<file path="src/rtl/rtc_reg_bank_if.sv">
// Bus bundle for the RTC register bank: select/edit inputs, timer control, and read-back outputs.
interface rtc_reg_bank_if #(
  parameter int unsigned NUM_REGS = 10,
  parameter int unsigned WIDTH    = 8
);
  logic [NUM_REGS-1:0]       sel;
  logic [NUM_REGS-1:0]       hold;
  logic [NUM_REGS*WIDTH-1:0] rtc_data;
  logic [NUM_REGS*WIDTH-1:0] count_data;
  logic                      cfg_mode;
  logic                      alarm_clear;
  logic [NUM_REGS*WIDTH-1:0] out_data;
  logic                      timer_zero;
  logic                      alarm;
  logic [1:0]                alarm_state;

  modport master (
    output sel, hold, rtc_data, count_data, cfg_mode, alarm_clear,
    input  out_data, timer_zero, alarm, alarm_state
  );

  modport slave (
    input  sel, hold, rtc_data, count_data, cfg_mode, alarm_clear,
    output out_data, timer_zero, alarm, alarm_state
  );
endinterface

</file>
<file path="src/rtl/rtc_reg_bank.sv">
// RTC time/date/timer register bank with a countdown-alarm FSM and self-clearing alarm timeout.
module rtc_reg_bank #(
  parameter int unsigned NUM_REGS      = 10,
  parameter int unsigned WIDTH         = 8,
  parameter int unsigned TIMER_BASE    = 7,
  parameter int unsigned NUM_TIMER     = 3,
  parameter logic [15:0] ALARM_TIMEOUT = 16'd50000
) (
  input logic           clk,
  input logic           reset,
  rtc_reg_bank_if.slave bus
);

  typedef enum logic [1:0] {
    StIdle  = 2'b00,
    StConf  = 2'b01,
    StRun   = 2'b10,
    StAlarm = 2'b11
  } state_e;

  logic [NUM_REGS-1:0][WIDTH-1:0] regs_q, regs_d;
  state_e                         state_q, state_d;
  logic [15:0]                    tmo_cnt_q, tmo_cnt_d;
  logic                           alarm_q, alarm_d;
  logic                           timer_zero;
  logic                           timeout;

  always_comb begin
    regs_d = regs_q;
    for (int i = 0; i < int'(NUM_REGS); i++) begin
      if (bus.sel[i]) begin
        regs_d[i] = bus.hold[i] ? bus.count_data[i*WIDTH +: WIDTH]
                                : bus.rtc_data[i*WIDTH +: WIDTH];
      end
    end
  end

  always_ff @(posedge clk or posedge reset) begin
    if (reset) begin
      regs_q <= '0;
    end else begin
      regs_q <= regs_d;
    end
  end

  // An empty timer range leaves the loop untouched, so timer_zero stays 1.
  always_comb begin
    timer_zero = 1'b1;
    for (int t = 0; t < int'(NUM_TIMER); t++) begin
      if (regs_q[TIMER_BASE + t] != '0) begin
        timer_zero = 1'b0;
      end
    end
  end

  assign timeout = (ALARM_TIMEOUT != 16'd0) && (tmo_cnt_q == ALARM_TIMEOUT - 16'd1);

  // Counter idles at zero outside ALARM, which clears it on every entry.
  always_comb begin
    tmo_cnt_d = '0;
    if (state_q == StAlarm) begin
      tmo_cnt_d = (tmo_cnt_q == 16'hFFFF) ? tmo_cnt_q : tmo_cnt_q + 16'd1;
    end
  end

  always_ff @(posedge clk or posedge reset) begin
    if (reset) begin
      state_q   <= StIdle;
      tmo_cnt_q <= '0;
      alarm_q   <= 1'b0;
    end else begin
      state_q   <= state_d;
      tmo_cnt_q <= tmo_cnt_d;
      alarm_q   <= alarm_d;
    end
  end

  always_comb begin
    state_d = state_q;
    unique case (state_q)
      StIdle: begin
        if (bus.cfg_mode) state_d = StConf;
      end
      StConf: begin
        if (!bus.cfg_mode) state_d = timer_zero ? StIdle : StRun;
      end
      StRun: begin
        if (timer_zero)        state_d = StAlarm;
        else if (bus.cfg_mode) state_d = StConf;
      end
      StAlarm: begin
        if (bus.alarm_clear || timeout) state_d = StIdle;
      end
      default: state_d = StIdle;
    endcase
  end

  // Registered from the next state so alarm tracks state_q == StAlarm exactly.
  always_comb begin
    alarm_d = (state_d == StAlarm);
  end

  assign bus.out_data    = regs_q;
  assign bus.timer_zero  = timer_zero;
  assign bus.alarm       = alarm_q;
  assign bus.alarm_state = state_q;

endmodule

</file>
<file path="src/flat_wrapper.sv">
// flat-port wrapper written by rule: the top's interface ports become plain ports
module rtc_reg_bank_flat 
#(
  parameter int unsigned NUM_REGS      = 10,
  parameter int unsigned WIDTH         = 8,
  parameter int unsigned TIMER_BASE    = 7,
  parameter int unsigned NUM_TIMER     = 3,
  parameter logic [15:0] ALARM_TIMEOUT = 16'd50000
)
  (clk, reset, bus_sel, bus_hold, bus_rtc_data, bus_count_data, bus_cfg_mode, bus_alarm_clear, bus_out_data, bus_timer_zero, bus_alarm, bus_alarm_state);
  rtc_reg_bank_if #(.NUM_REGS(NUM_REGS), .WIDTH(WIDTH)) bus_i ();
  input logic clk;
  input logic reset;
  input wire logic [$bits(bus_i.sel)-1:0] bus_sel;
  input wire logic [$bits(bus_i.hold)-1:0] bus_hold;
  input wire logic [$bits(bus_i.rtc_data)-1:0] bus_rtc_data;
  input wire logic [$bits(bus_i.count_data)-1:0] bus_count_data;
  input wire logic [$bits(bus_i.cfg_mode)-1:0] bus_cfg_mode;
  input wire logic [$bits(bus_i.alarm_clear)-1:0] bus_alarm_clear;
  output wire logic [$bits(bus_i.out_data)-1:0] bus_out_data;
  output wire logic [$bits(bus_i.timer_zero)-1:0] bus_timer_zero;
  output wire logic [$bits(bus_i.alarm)-1:0] bus_alarm;
  output wire logic [$bits(bus_i.alarm_state)-1:0] bus_alarm_state;
  assign bus_i.sel = bus_sel;
  assign bus_i.hold = bus_hold;
  assign bus_i.rtc_data = bus_rtc_data;
  assign bus_i.count_data = bus_count_data;
  assign bus_i.cfg_mode = bus_cfg_mode;
  assign bus_i.alarm_clear = bus_alarm_clear;
  assign bus_out_data = bus_i.out_data;
  assign bus_timer_zero = bus_i.timer_zero;
  assign bus_alarm = bus_i.alarm;
  assign bus_alarm_state = bus_i.alarm_state;
  rtc_reg_bank #(.NUM_REGS(NUM_REGS), .WIDTH(WIDTH), .TIMER_BASE(TIMER_BASE), .NUM_TIMER(NUM_TIMER), .ALARM_TIMEOUT(ALARM_TIMEOUT)) u_core (.clk(clk), .reset(reset), .bus(bus_i));
endmodule
</file>
<file path="config.mk">
export PLATFORM = sky130hd
export DESIGN_NAME = rtc_reg_bank_flat
export DESIGN_NICKNAME = d
export VERILOG_FILES = /design/src/rtl/rtc_reg_bank_if.sv /design/src/rtl/rtc_reg_bank.sv /design/src/flat_wrapper.sv
export SDC_FILE = /design/constraint.sdc
export NUM_CORES = 1
export LEC_CHECK = 0
export BUFFER_PORTS_ARGS = -buffer_cell sky130_fd_sc_hd__clkbuf_2
export CAP_MARGIN = 30
export CORE_AREA = 2 2 103 105
export DETAILED_ROUTE_END_ITERATION = 16
export DIE_AREA = 0 0 105 107
export GPL_TIMING_DRIVEN = 1
export PLACE_DENSITY = 0.84
export SETUP_SLACK_MARGIN = 0.3
export SLEW_MARGIN = 15
export SYNTH_ARGS = -nofsm -noshare
export SYNTH_HDL_FRONTEND = slang
export SYNTH_SLANG_ARGS = --single-unit
</file>
<file path="constraint.sdc">
create_clock -name clk -period 9.3 [get_ports clk]
set_input_delay 2.79 -clock clk [delete_from_list [all_inputs] [get_ports clk]]
set_output_delay 2.79 -clock clk [all_outputs]
set_load 0.02 [all_outputs]
</file>
# After elaboration in Yosys (flattened, before gate mapping)
# Cells that the tools add are included.
[totals]
latchBits = 0
input_bits = 184
regBits = 99
mem_bits_ro = 0
mem_count = 0
out_inout_bits = 84
ram_bits = 0
word_cells = 47
[classes]
n_addsub = 1
n_shift = 0
n_mul = 0
n_mux = 21
n_lt_le_gt_ge = 0
n_reduce_logical = 5
eq_ne = 7
bitwise = 0
n_div = 0
[ops]
columns = ["cell", "n"]
rows = [
  ["2-to-1 mux 8 bit", 10],
  ["== test 16 bit (second input constant)", 2],
  ["2-to-1 mux 16 bit", 2],
  ["nonzero test 8 bit", 3],
  ["adder 16 x 1 -> 16 bit (second input constant)", 1],
  ["2-to-1 mux 2 bit", 5],
  ["one-hot mux 2 bit (4 select lines)", 1],
  ["== test 2 bit (second input constant)", 3],
  ["2-to-1 mux 1 bit", 3],
  ["== test 2 x 1 -> 1 bit (second input constant)", 1],
  ["zero test 2 bit", 1],
  ["!= test 2 bit (second input constant)", 1],
  ["logical OR 1 bit", 1],
]

# Logic depth before layout (Yosys ltp)
# Gate-level depths: netlist (run 1).
[logic_depth]
word_depth = 8
ltp_mapped = 5
depth_no_buf = 5

# Worst setup path before layout (run 1)
# Ideal clock, no wire load.
[synth_timing]
path_type = "reg2out"
start = "reg u_core.regs_q, in the netlist u_core.bus.out_data[76]"
end = "out bus_timer_zero"
path_slack_ns = 5.240
arrival_time_ns = 1.270
path_stages_with_launch = 4
required_ns = 6.510
n_path_buf = 0
path_cell_list = "dfrtp_1 -> nor4_1 -> nand4_1 -> nor2_1"
[synth_between]
elab_chain_cells = 2
[synth_rtl]
columns = ["item", "line", "text"]
rows = [
  ["start, declared", "rtc_reg_bank.sv:21", "logic [NUM_REGS-1:0][WIDTH-1:0] regs_q, regs_d;"],
  ["start signal, assigned", "rtc_reg_bank.sv:42", "regs_q <= regs_d;"],
  ["nonzero test 8 bit", "rtc_reg_bank.sv:50", "if (regs_q[TIMER_BASE + t] != '0) begin"],
  ["2-to-1 mux 1 bit", "rtc_reg_bank.sv:50", ""],
  ["end, declared", "flat_wrapper.sv:21", "output wire logic [$bits(bus_i.timer_zero)-1:0] bus_timer_zero;"],
]
# No other way between the ends.

# Final worst setup path (run 1)
[layout_timing]
start = "reg u_core.regs_q, in the netlist u_core.bus.out_data[57]"
end = "out bus_timer_zero"
[layout_between]
elab_chain_cells = 4
[layout_rtl]
columns = ["item", "line"]
rows = [
  ["nonzero test 8 bit", "rtc_reg_bank.sv:50"],
  ["2-to-1 mux 1 bit (3 in series)", "rtc_reg_bank.sv:50"],
]
# No other way between the ends.

==> flow_metrics.env, run 1 <==
export IMPL_status="finished clean"
export IMPL_initial_utilization=0.467
export IMPL_pre_cts_ws_ps=5050
export IMPL_pwr_share_clk=0.261
export IMPL_crit_chain="nor4_1 -> nand4_1 -> nor2_1 -> clkbuf_2"
export IMPL_grt_max_degree=60
export IMPL_setup_viol=0
export IMPL_drtIter0Drc=225
export IMPL_cap_violations=0
export IMPL_cp_start_kind="flop"
export IMPL_postRouteWirelength_um=12700
export IMPL_postSynthAreaPerCell_sq_um=10.1
export IMPL_gp_congestion=0.883
export IMPL_n_antenna_cell=0
export IMPL_worstPathRequired_ps=6510
export IMPL_synth_warnings=0
export IMPL_synth_ff_type="dfrtp_1"
export IMPL_worst_slew_pin_transition_ps=729
export IMPL_maxSlewViolCount=0
export IMPL_max_stage_delay_ps=410
export IMPL_fin_skew_ps=5.65
export IMPL_vias=4444
export IMPL_final_setup_tns_ps=0
export IMPL_syn_inst=468
export IMPL_die_w_um=105
export IMPL_routed_via_density=5.19
export IMPL_io_pins=268
export IMPL_cts_clk_slew_worst_paths_ps=90
export IMPL_period_needed_ps=4610
export IMPL_route_detailed_drc=0
export IMPL_antenna_found_initial=0
export IMPL_synth_fp_nets=653
export IMPL_core_area_sq_mm=0.0101
export IMPL_cts_resized_gates=0
export IMPL_first_pass_iters=5
export IMPL_hpwl_um=10300
export IMPL_slowest_stage="dfrtp_1"
export IMPL_p_leak_uw=0.00326
export IMPL_async_flop_share=1.00
export IMPL_wl_per_cell_um=14.9
export IMPL_cts_tree="built"
export IMPL_cp_depth=4
export IMPL_p_per_area_mw_per_mm2=161
export IMPL_area_growth_pct=33.5
export IMPL_drive_gt1_frac=0.403
export IMPL_worst_path_buf_inv=1
export IMPL_vdd_drop_max_mv=0.0834
export IMPL_ys_ff_latch=99
export IMPL_cpLargestDelayFamily="simple AND/OR/NAND/NOR gates"
export IMPL_die_area_sq_mm=0.0112
export IMPL_regToRegEndpoint="u_core.tmo_cnt_q[13]$_DFFE_PP0P_"
export IMPL_worstPathMaxFanout=4
export IMPL_grt_pass1_vias=4372
export IMPL_cts_made_buffers=9
export IMPL_holdPathStages=2
export IMPL_grt_pass1_wl_um=20200
export IMPL_die_y_um=107
export IMPL_end_kind="primary output"
export IMPL_seq_power_share=0.499
export IMPL_internal_power_uw=696
export IMPL_fin_crit_sh=0.496
export IMPL_sw_frac_of_total=0.313
export IMPL_final_hold_viol_count=0
export IMPL_startpoint="u_core.bus.out_data[57]$_DFFE_PP0P_"
export IMPL_arrival_ps=1820
export IMPL_ctsLongestPathBuffers=2
export IMPL_relSlewSlack=0.514
export IMPL_path_class="flop to primary output"
export IMPL_stdcell_area_sq_mm=0.00629
export IMPL_layout_setup_ws_ps=4690
export IMPL_synth_yosys_seq_area_share=0.526
export IMPL_power_switching_uw=317
export IMPL_synth_edf_count=0
export IMPL_crit_path_end="bus_timer_zero"
export IMPL_synth_distinct_cells=39
export IMPL_worst_r2r_path_depth=5
export IMPL_cts_max_level=3
export IMPL_cts_setup_buffers=0
export IMPL_rsz0062_at_grt="false"
export IMPL_grt_use_total=0.226
export IMPL_numPortBuffers=267
export IMPL_placed_area_sq_mm=0.00610
export IMPL_min_path_type="flop to flop"
export IMPL_max_freq_mhz=217
export IMPL_cts_root_buffer="clkbuf_8"
export IMPL_overflow=0
export IMPL_rows=37
export IMPL_nets=900
export IMPL_syn_area_sq_mm=0.00471
export IMPL_clk_latency_ps=350
export IMPL_p_comb_frac=0.240
export IMPL_holdBufCountCts=0
export IMPL_rrSetupSlack_ps=7400
export IMPL_ant_nets=0
export IMPL_clock_sinks=99
export IMPL_r2r_start="u_core.tmo_cnt_q[0]$_DFFE_PP0P_"
==> worst min-delay path, delay by kind of cell, from the launching register on <==
family           cells  cell delay [ps]
flip-flops           1              350
AO/OA/AOI/OAI        1              100
AND/OR/NAND/NOR      1               40
==> layout make-up <==
type	instances	area, sq um
Fill cell	870	3800
Sequential cell	99	2480
Multi-Input combinational cell	335	2100
Timing Repair Buffer	268	1340
Clock buffer	15	186
Tap cell	136	170
Inverter	2	10.0
Clock inverter	1	5.00
==> synthesized netlist by cell type, types with 2 or more instances <==
library cell | count | area, sq um
and3_1 | 2 | 12.5
nor3_1 | 8 | 40.0
nand4_1 | 5 | 31.3
a31oi_1 | 3 | 18.8
nand2_1 | 12 | 45.0
o21ai_0 | 3 | 15.0
or4_1 | 3 | 22.5
nor4_1 | 7 | 43.8
a21oi_1 | 87 | 435
clkbuf_1 | 31 | 116
nand3_1 | 5 | 25.0
dfrtp_1 | 99 | 2480
o31ai_1 | 3 | 22.5
inv_1 | 2 | 7.51
nor2_1 | 92 | 345
and4_1 | 2 | 17.5
mux2i_1 | 82 | 821
==> layer usage <==
| metal | global-route usage | vias to the layer above | wire length, um |
|---|---|---|---|
| met4 | 0.110 | 0 | 371 |
| met3 | 0.0602 | 29 | 1060 |
| met1 | 0.257 | 2042 | 4950 |
| met5 | 0 | - | 0 |
| met2 | 0.395 | 210 | 6360 |
| li1 | - | 2163 | - |
==> flip-flops by register name (all words and copies together) (netlist names) <==
| name | count |
|---|---|
| u_core.bus.alarm_state | 2 |
| u_core.tmo_cnt_q | 16 |
| u_core.bus.out_data | 80 |
| u_core.bus.alarm | 1 |
==> through the flow <==
| step | hold slack [ps] | total power [uW] | cells | utilization |
|---|---|---|---|---|
| detailed placement | 514 | 758 | 840 | 0.604 |
| global route | 548 | 1060 | 856 | 0.623 |
| global placement | 506 | 750 | 840 | 0.604 |
| floorplan | 492 | 651 | 468 | - |
| finish | 532 | 1010 | 856 | 0.623 |
| CTS | 535 | 1020 | 856 | 0.623 |
==> power groups by stage <==
| stage | clock, uW | combinational, uW | sequential, uW |
|---|---|---|---|
| 2_1_floorplan | 0 | 92.0 | 559 |
| 4_1_cts | 272 | 246 | 506 |
| 3_5_place_dp | 0 | 244 | 514 |
| 6_report | 264 | 243 | 506 |
| 5_1_grt | 289 | 264 | 512 |
| 3_3_place_gp | 0 | 241 | 510 |
==> cell usage in the layout (no fill, tap or decap), drive strengths merged <==
master,count
a21o,1
o311ai,1
a31oi,3
nand3,5
o31ai,3
a221o,1
and2b,1
a211o,1
inv,2
and2,1
nand2,12
nor2,92
a211oi,1
or3,1
mux2i,82
and4b,1
nor4b,1
and3,3
nand4,5
and4,3
o41ai,1
or4,4
clkbuf,282
buf,1
xnor2,1
o21ai,3
nor3,8
o31a,1
xor2,1
nor4,9
dfrtp,99
a21oi,87
a41oi,1
clkinv,1
ha,1
==> worst min path at each step <==
stage,startpoint,endpoint,slack (ps)
finish,u_core.bus.out_data[5]$_DFFE_PP0P_,u_core.bus.out_data[5]$_DFFE_PP0P_,530
global route,u_core.bus.out_data[3]$_DFFE_PP0P_,u_core.bus.out_data[3]$_DFFE_PP0P_,550
CTS,u_core.bus.out_data[15]$_DFFE_PP0P_,u_core.bus.out_data[15]$_DFFE_PP0P_,540
detailed placement,u_core.bus.out_data[15]$_DFFE_PP0P_,u_core.bus.out_data[15]$_DFFE_PP0P_,510
global placement,u_core.bus.out_data[50]$_DFFE_PP0P_,u_core.bus.out_data[50]$_DFFE_PP0P_,510
floorplan,u_core.tmo_cnt_q[6]$_DFFE_PP0P_,u_core.tmo_cnt_q[6]$_DFFE_PP0P_,490
==> cell families after synthesis <==
| family | share of synthesized area |
|---|---|
| fa+ha+maj | 0.00266 |
| mux | 0.174 |
| buf+inv | 0.0287 |
| simple gates | 0.146 |
| compound gates | 0.119 |
| xor+xnor | 0.00372 |
| flops | 0.526 |
Power figures use the tool's default switching activity.
==> run 2: changes to the inputs <==
- CORE_AREA: 2 2 103 105 -> 2 2 112 114
- DIE_AREA: 0 0 105 107 -> 0 0 114 116
- PLACE_DENSITY: 0.84 -> 0.76
- clock period: 9.3 -> 4.2 ns (I/O delays scaled with it)
==> run 2 against run 1 <==
Compared with the run above:
- sequential share of layout area down 1.2 points
- clock skew up 2.3 ps
- via count down 2.3%
- sequential power up 120%
- die area up 18%
- power rose to 2.6 times the previous value
- worst hold slack worse by 6.6 ps
- global-route usage down 3.4 points
- non-clock buffer count up 1
- clock-buffer cell count down 3
- critical path type unchanged
==> flow_metrics.env, run 2 (synthesized netlist as in run 1, its figures left out) <==
export IMPL_cts_resized_gates=0
export IMPL_fill_cells=1079
export IMPL_p_leak_uw=0.00333
export IMPL_cp_start_kind="flop"
export IMPL_cts_tree="built"
export IMPL_min_path_type="flop to flop"
export IMPL_grt_use_total=0.192
export IMPL_regToRegEndpoint="u_core.tmo_cnt_q[13]$_DFFE_PP0P_"
export IMPL_cts_setup_buffers=0
export IMPL_n_antenna_cell=0
export IMPL_sw_frac_of_total=0.283
export IMPL_largest_reg_flops=80
export IMPL_internal_power_uw=1860
export IMPL_power_switching_uw=736
export IMPL_core_area_sq_mm=0.0119
export IMPL_clk_latency_ps=340
export IMPL_numPortBuffers=267
export IMPL_rows=40
export IMPL_placed_area_sq_mm=0.00614
export IMPL_nets=901
export IMPL_hpwl_um=10400
export IMPL_holdBufCountCts=0
export IMPL_cts_clk_slew_worst_paths_ps=70
export IMPL_io_pins=268
export IMPL_cts_max_level=3
export IMPL_routed_via_density=5.00
export IMPL_postRouteWirelength_um=12800
export IMPL_min_to="u_core.bus.out_data[34]$_DFFE_PP0P_"
export IMPL_worstPathRequired_ps=2940
export IMPL_die_w_um=114
export IMPL_path_class="flop to primary output"
export IMPL_grt_pass1_wl_um=20100
export IMPL_pre_cts_ws_ps=1430
export IMPL_rrSetupSlack_ps=2310
export IMPL_worstPathMaxFanout=4
export IMPL_seq_power_share=0.430
export IMPL_use_met1=0.226
export IMPL_ant_nets=0
export IMPL_p_comb_frac=0.208
export IMPL_max_freq_mhz=326
export IMPL_fin_crit_sh=0.730
export IMPL_final_cell_mix="clkbuf_2, dfrtp_1, nor2_1"
export IMPL_rsz0062_at_grt="false"
export IMPL_vdd_drop_max_mv=0.214
export IMPL_status="finished clean"
export IMPL_cts_root_buffer="clkbuf_16"
export IMPL_drtIter0Drc=168
export IMPL_fin_skew_ps=7.92
export IMPL_final_setup_tns_ps=0
export IMPL_ctsLongestPathBuffers=2
export IMPL_setup_viol=0
export IMPL_r2r_start="u_core.tmo_cnt_q[0]$_DFFE_PP0P_"
export IMPL_arrival_ps=1810
export IMPL_grtUsageMet2=0.346
export IMPL_worst_slew_pin_transition_ps=581
export IMPL_maxSlewViolCount=0
export IMPL_layout_setup_ws_ps=1130
export IMPL_worst_r2r_path_depth=5
export IMPL_final_hold_viol_count=0
export IMPL_die_y_um=116
export IMPL_p_per_area_mw_per_mm2=401
export IMPL_holdPathStages=2
export IMPL_area_growth_pct=37.7
export IMPL_cap_violations=0
export IMPL_pwr_share_clk=0.362
export IMPL_final_common_cell="clkbuf_2"
export IMPL_first_pass_iters=4
export IMPL_use_met3=0.0392
export IMPL_grt_pass1_vias=4237
export IMPL_gp_congestion=0.857
export IMPL_grt_max_degree=56
export IMPL_initial_utilization=0.395
export IMPL_top_usage_layer="met2"
export IMPL_period_needed_ps=3070
export IMPL_end_kind="primary output"
export IMPL_die_area_sq_mm=0.0132
export IMPL_stdcell_area_sq_mm=0.00648
export IMPL_holdWs_ps=525
export IMPL_hold_start="u_core.bus.out_data[34]$_DFFE_PP0P_"
export IMPL_cts_made_buffers=9
export IMPL_route_detailed_drc=0
export IMPL_overflow=0
export IMPL_vias=4340
export IMPL_relSlewSlack=0.610
export IMPL_clock_sinks=99
export IMPL_drive_gt1_frac=0.404
export IMPL_wl_per_cell_um=14.8
export IMPL_antenna_found_initial=0
[run 2: cell types whose count changed in the layout (fill, tap and decap cells not counted)]
cell | previous run | this run
clkbuf_8 | 13 | 1
clkbuf_16 | 0 | 9
bufinv_16 | 0 | 3
buf_16 | 0 | 1
clkinv_2 | 1 | 0
clkinvlp_4 | 0 | 1
[run 2: area by class of cell]
| cell class | instances | area (sq um) | area share |
|---|---|---|---|
| Clock buffer | 12 | 246 | 0.0380 |
| Clock inverter | 4 | 97.6 | 0.0150 |
| Inverter | 2 | 10.0 | 0.00154 |
| Multi-Input combinational cell | 335 | 2100 | 0.324 |
| Sequential cell | 99 | 2480 | 0.382 |
| Tap cell | 147 | 184 | 0.0284 |
| Timing Repair Buffer | 269 | 1370 | 0.211 |
[run 2: layer usage]
metal  part of all wire  up-vias
met5                  0        -
met4              0.022        0
met2               0.51      163
met1               0.40     1986
li1                   -     2165
met3              0.067       26
[run 2: worst max-delay path, stage by stage, from the launching register on]
cell	delay, ps
dfrtp_1	390
nor4_1	370
nand4_1	200
nor2_1	260
clkbuf_2	240
[run 2: power groups by stage]
stage               clock network (uW)  registers [uW]  logic (uW)
global placement                     0            1130         535
floorplan                            0            1240         204
detailed placement                   0            1130         549
CTS                                962            1120         551
finish                             941            1120         542
global route                      1010            1130         592
[run 2: per-stage QoR]
stage | util | power [uW] | std cells
2_1_floorplan | - | 1440 | 468
3_3_place_gp | 0.513 | 1660 | 851
3_5_place_dp | 0.516 | 1680 | 852
4_1_cts | 0.544 | 2630 | 868
5_1_grt | 0.544 | 2730 | 868
6_report | 0.544 | 2600 | 868
[run 2: worst max path at each step]
stage                                        start                         end
4_1_cts        u_core.bus.out_data[56]$_DFFE_PP0P_              bus_timer_zero
3_5_place_dp   u_core.bus.out_data[56]$_DFFE_PP0P_              bus_timer_zero
6_report       u_core.bus.out_data[56]$_DFFE_PP0P_              bus_timer_zero
3_3_place_gp   u_core.bus.out_data[56]$_DFFE_PP0P_              bus_timer_zero
2_1_floorplan                                reset  u_core.bus.alarm$_DFF_PP0_
5_1_grt        u_core.bus.out_data[56]$_DFFE_PP0P_              bus_timer_zero
==> run 3: changes to the inputs <==
- ABC_AREA: default -> 1
- CORE_AREA: 2 2 112 114 -> 2 2 107 109
- DIE_AREA: 0 0 114 116 -> 0 0 109 111
- PLACE_DENSITY: 0.76 -> 0.8
- clock period: 4.2 -> 3.2 ns (I/O delays scaled with it)
==> run 3 against run 2 <==
Compared with the run above:
- worst hold slack improved by 14 ps
- worst setup slack lost 360 ps
- power is 26% higher
- synthesized cell count rose by 30%
- via count up 14%
- die area down 8.5%
==> flow_metrics.env, run 3 <==
export IMPL_status="finished clean"
export IMPL_overflow=0
export IMPL_antenna_found_initial=0
export IMPL_instances_no_fill=1005
export IMPL_synth_top_family_by_area="simple AND/OR/NAND/NOR gates"
export IMPL_placed_area_sq_mm=0.00623
export IMPL_rows=39
export IMPL_multi_input_area_sq_mm=0.00210
export IMPL_largest_reg_flops=80
export IMPL_ant_nets=0
export IMPL_worst_slew_pin_transition_ps=629
export IMPL_power_switching_uw=1000
export IMPL_startpoint="u_core.bus.out_data[58]$_DFFE_PP0P_"
export IMPL_worstPathRequired_ps=2240
export IMPL_path_class="flop to primary output"
export IMPL_pwr_share_clk=0.331
export IMPL_synth_xor_area_frac=0.00729
export IMPL_cts_clk_slew_worst_paths_ps=60
export IMPL_final_cell_mix="clkbuf_2, nand2_1, nor2_1"
export IMPL_postSynthAreaPerCell_sq_um=7.90
export IMPL_die_area_sq_mm=0.0121
export IMPL_synth_ff_type="dfrtp_1"
export IMPL_fin_total_pwr_uw=3270
export IMPL_seq_power_share=0.449
export IMPL_drive_gt1_frac=0.354
export IMPL_wl_met3_um=864
export IMPL_postRouteWirelength_um=13000
export IMPL_grt_max_degree=53
export IMPL_gp_congestion=0.839
export IMPL_hpwl_um=10300
export IMPL_die_w_um=109
export IMPL_fill_cells=1026
export IMPL_synth_fa_ha_area_frac=0.00260
export IMPL_wl_met1_um=5320
export IMPL_synth_edf_count=0
export IMPL_period_needed_ps=2430
export IMPL_fin_crit_sh=0.759
export IMPL_seq_area_sq_mm=0.00248
export IMPL_rsz0062_at_grt="false"
export IMPL_holdWs_ps=539
export IMPL_sw_frac_of_total=0.306
export IMPL_synthMuxAreaShare=0
export IMPL_relSlewSlack=0.580
export IMPL_worstPathMaxFanout=4
export IMPL_yosysTopAreaCellShare=0.516
export IMPL_fin_skew_ps=5.94
export IMPL_setup_viol=0
export IMPL_async_flop_share=1.00
export IMPL_r2r_start="u_core.tmo_cnt_q[0]$_DFFE_PP0P_"
export IMPL_route_detailed_drc=0
export IMPL_core_area_sq_mm=0.0111
export IMPL_synth_area_leaders="dfrtp_1, nand2_1, a31oi_1"
export IMPL_wl_per_cell_um=12.9
export IMPL_routed_via_density=4.92
export IMPL_grt_pass1_vias=4674
export IMPL_ctsLongestPathBuffers=2
export IMPL_vias=4945
export IMPL_drtIter0Drc=260
export IMPL_stdcell_area_sq_mm=0.00653
export IMPL_nets=1042
export IMPL_synth_fp_nets=793
export IMPL_n_antenna_cell=0
export IMPL_dp_cells=989
export IMPL_die_y_um=111
export IMPL_cp_start_kind="flop"
export IMPL_p_comb_frac=0.220
export IMPL_cts_tree="built"
export IMPL_synth_common_cells="nand2_1, nor2_1, dfrtp_1, a31oi_1, clkbuf_1"
export IMPL_internal_power_uw=2270
export IMPL_grt_use_total=0.221
export IMPL_ys_ff_latch=99
export IMPL_synth_top_cell_by_area="dfrtp_1"
export IMPL_min_path_type="flop to flop"
export IMPL_holdBufCountCts=0
export IMPL_syn_inst=608
export IMPL_maxSlewViolCount=0
export IMPL_top_layer="met4"
export IMPL_cap_violations=0
export IMPL_hold_start="u_core.bus.out_data[18]$_DFFE_PP0P_"
export IMPL_cts_root_buffer="clkbuf_16"
export IMPL_clk_latency_ps=340
export IMPL_vdd_drop_max_mv=0.380
export IMPL_cts_resized_gates=0
export IMPL_syn_area_sq_mm=0.00480
export IMPL_synth_compound_area_frac=0.126
export IMPL_final_setup_tns_ps=0
export IMPL_p_leak_uw=0.00343
export IMPL_cts_setup_buffers=0
export IMPL_initial_utilization=0.434
export IMPL_cts_made_buffers=9
export IMPL_area_growth_pct=35.9
export IMPL_end_kind="primary output"
export IMPL_synth_distinct_cells=30
export IMPL_met2_length_um=6590
export IMPL_p_per_area_mw_per_mm2=501
export IMPL_yosysMostFrequentCell="nand2_1"
export IMPL_cts_max_level=3
export IMPL_final_common_cell="clkbuf_2"
export IMPL_io_pins=268
export IMPL_synth_yosys_seq_area_share=0.516
export IMPL_synth_warnings=0
export IMPL_first_pass_iters=4
export IMPL_yosys_area_share_simple=0.301
export IMPL_arrival_ps=1470
export IMPL_clock_sinks=99
export IMPL_numPortBuffers=267
export IMPL_grt_pass1_wl_um=21400
export IMPL_max_freq_mhz=412
export IMPL_final_hold_viol_count=0
[run 3: cell types whose count changed in the layout (fill, tap and decap cells not counted), moves of 6 or more]
cell	change
a31oi_1	+78
nor2_1	+21
mux2i_1	-82
a21oi_1	-85
nor4_1	-6
nand2_1	+183
inv_1	+24
[run 3: cells by family after synthesis]
kind of cell | count (synthesis)
adder cells (fa/ha/maj) | 1
buffers and inverters | 60
AO/OA/AOI/OAI | 98
AND/OR/NAND/NOR | 346
flip-flops | 99
XOR/XNOR | 4
[run 3: worst paths after layout]
path	cells past startpoint	to	slack, ps
min in group asynchronous	2	u_core.bus.out_data[48]$_DFFE_PP0P_	690
hold / removal	2	u_core.bus.out_data[18]$_DFFE_PP0P_	540
hold reg to reg	2	u_core.bus.out_data[18]$_DFFE_PP0P_	540
max in group asynchronous	3	u_core.bus.out_data[27]$_DFFE_PP0P_	1830
setup reg to reg	10	u_core.tmo_cnt_q[10]$_DFFE_PP0P_	1590
setup / recovery	6	bus_timer_zero	770
[run 3: final cells by class]
cell class	instances	area share
tap	143	0.0274
multi-input combinational	449	0.322
timing repair buffer	269	0.209
clock buffer	12	0.0378
inverter	29	0.0172
sequential	99	0.379
clock inverter	4	0.00767
[run 3: routing by layer]
metal / vias up / GRT usage
li1: 2495 / -
met1: 2269 / 0.274
met2: 166 / 0.381
met3: 15 / 0.0523
met4: 0 / 0.0607
met5: - / 0
[run 3: stage by stage]
stage          utilization  worst slack, ps
2_1_floorplan            -             1060
3_3_place_gp         0.563             1080
3_5_place_dp         0.563             1070
4_1_cts              0.589              698
5_1_grt              0.589              609
6_report             0.589              771
[run 3: power groups by stage]
stage                     registers [uW]  logic [uW]  clock network [uW]
after floorplan                     1640         268                   0
after global placement              1480         728                   0
after detailed placement            1490         728                   0
after CTS                           1470         729                1100
after global routing                1480         800                1160
final                               1470         719                1080
[run 3: critical path, stage by stage (launching register included)]
cell	delay (ps)
dfrtp_1	390
nor2_1	130
nand2_1	70
nor2_1	130
nand3_1	160
inv_1	80
clkbuf_2	170
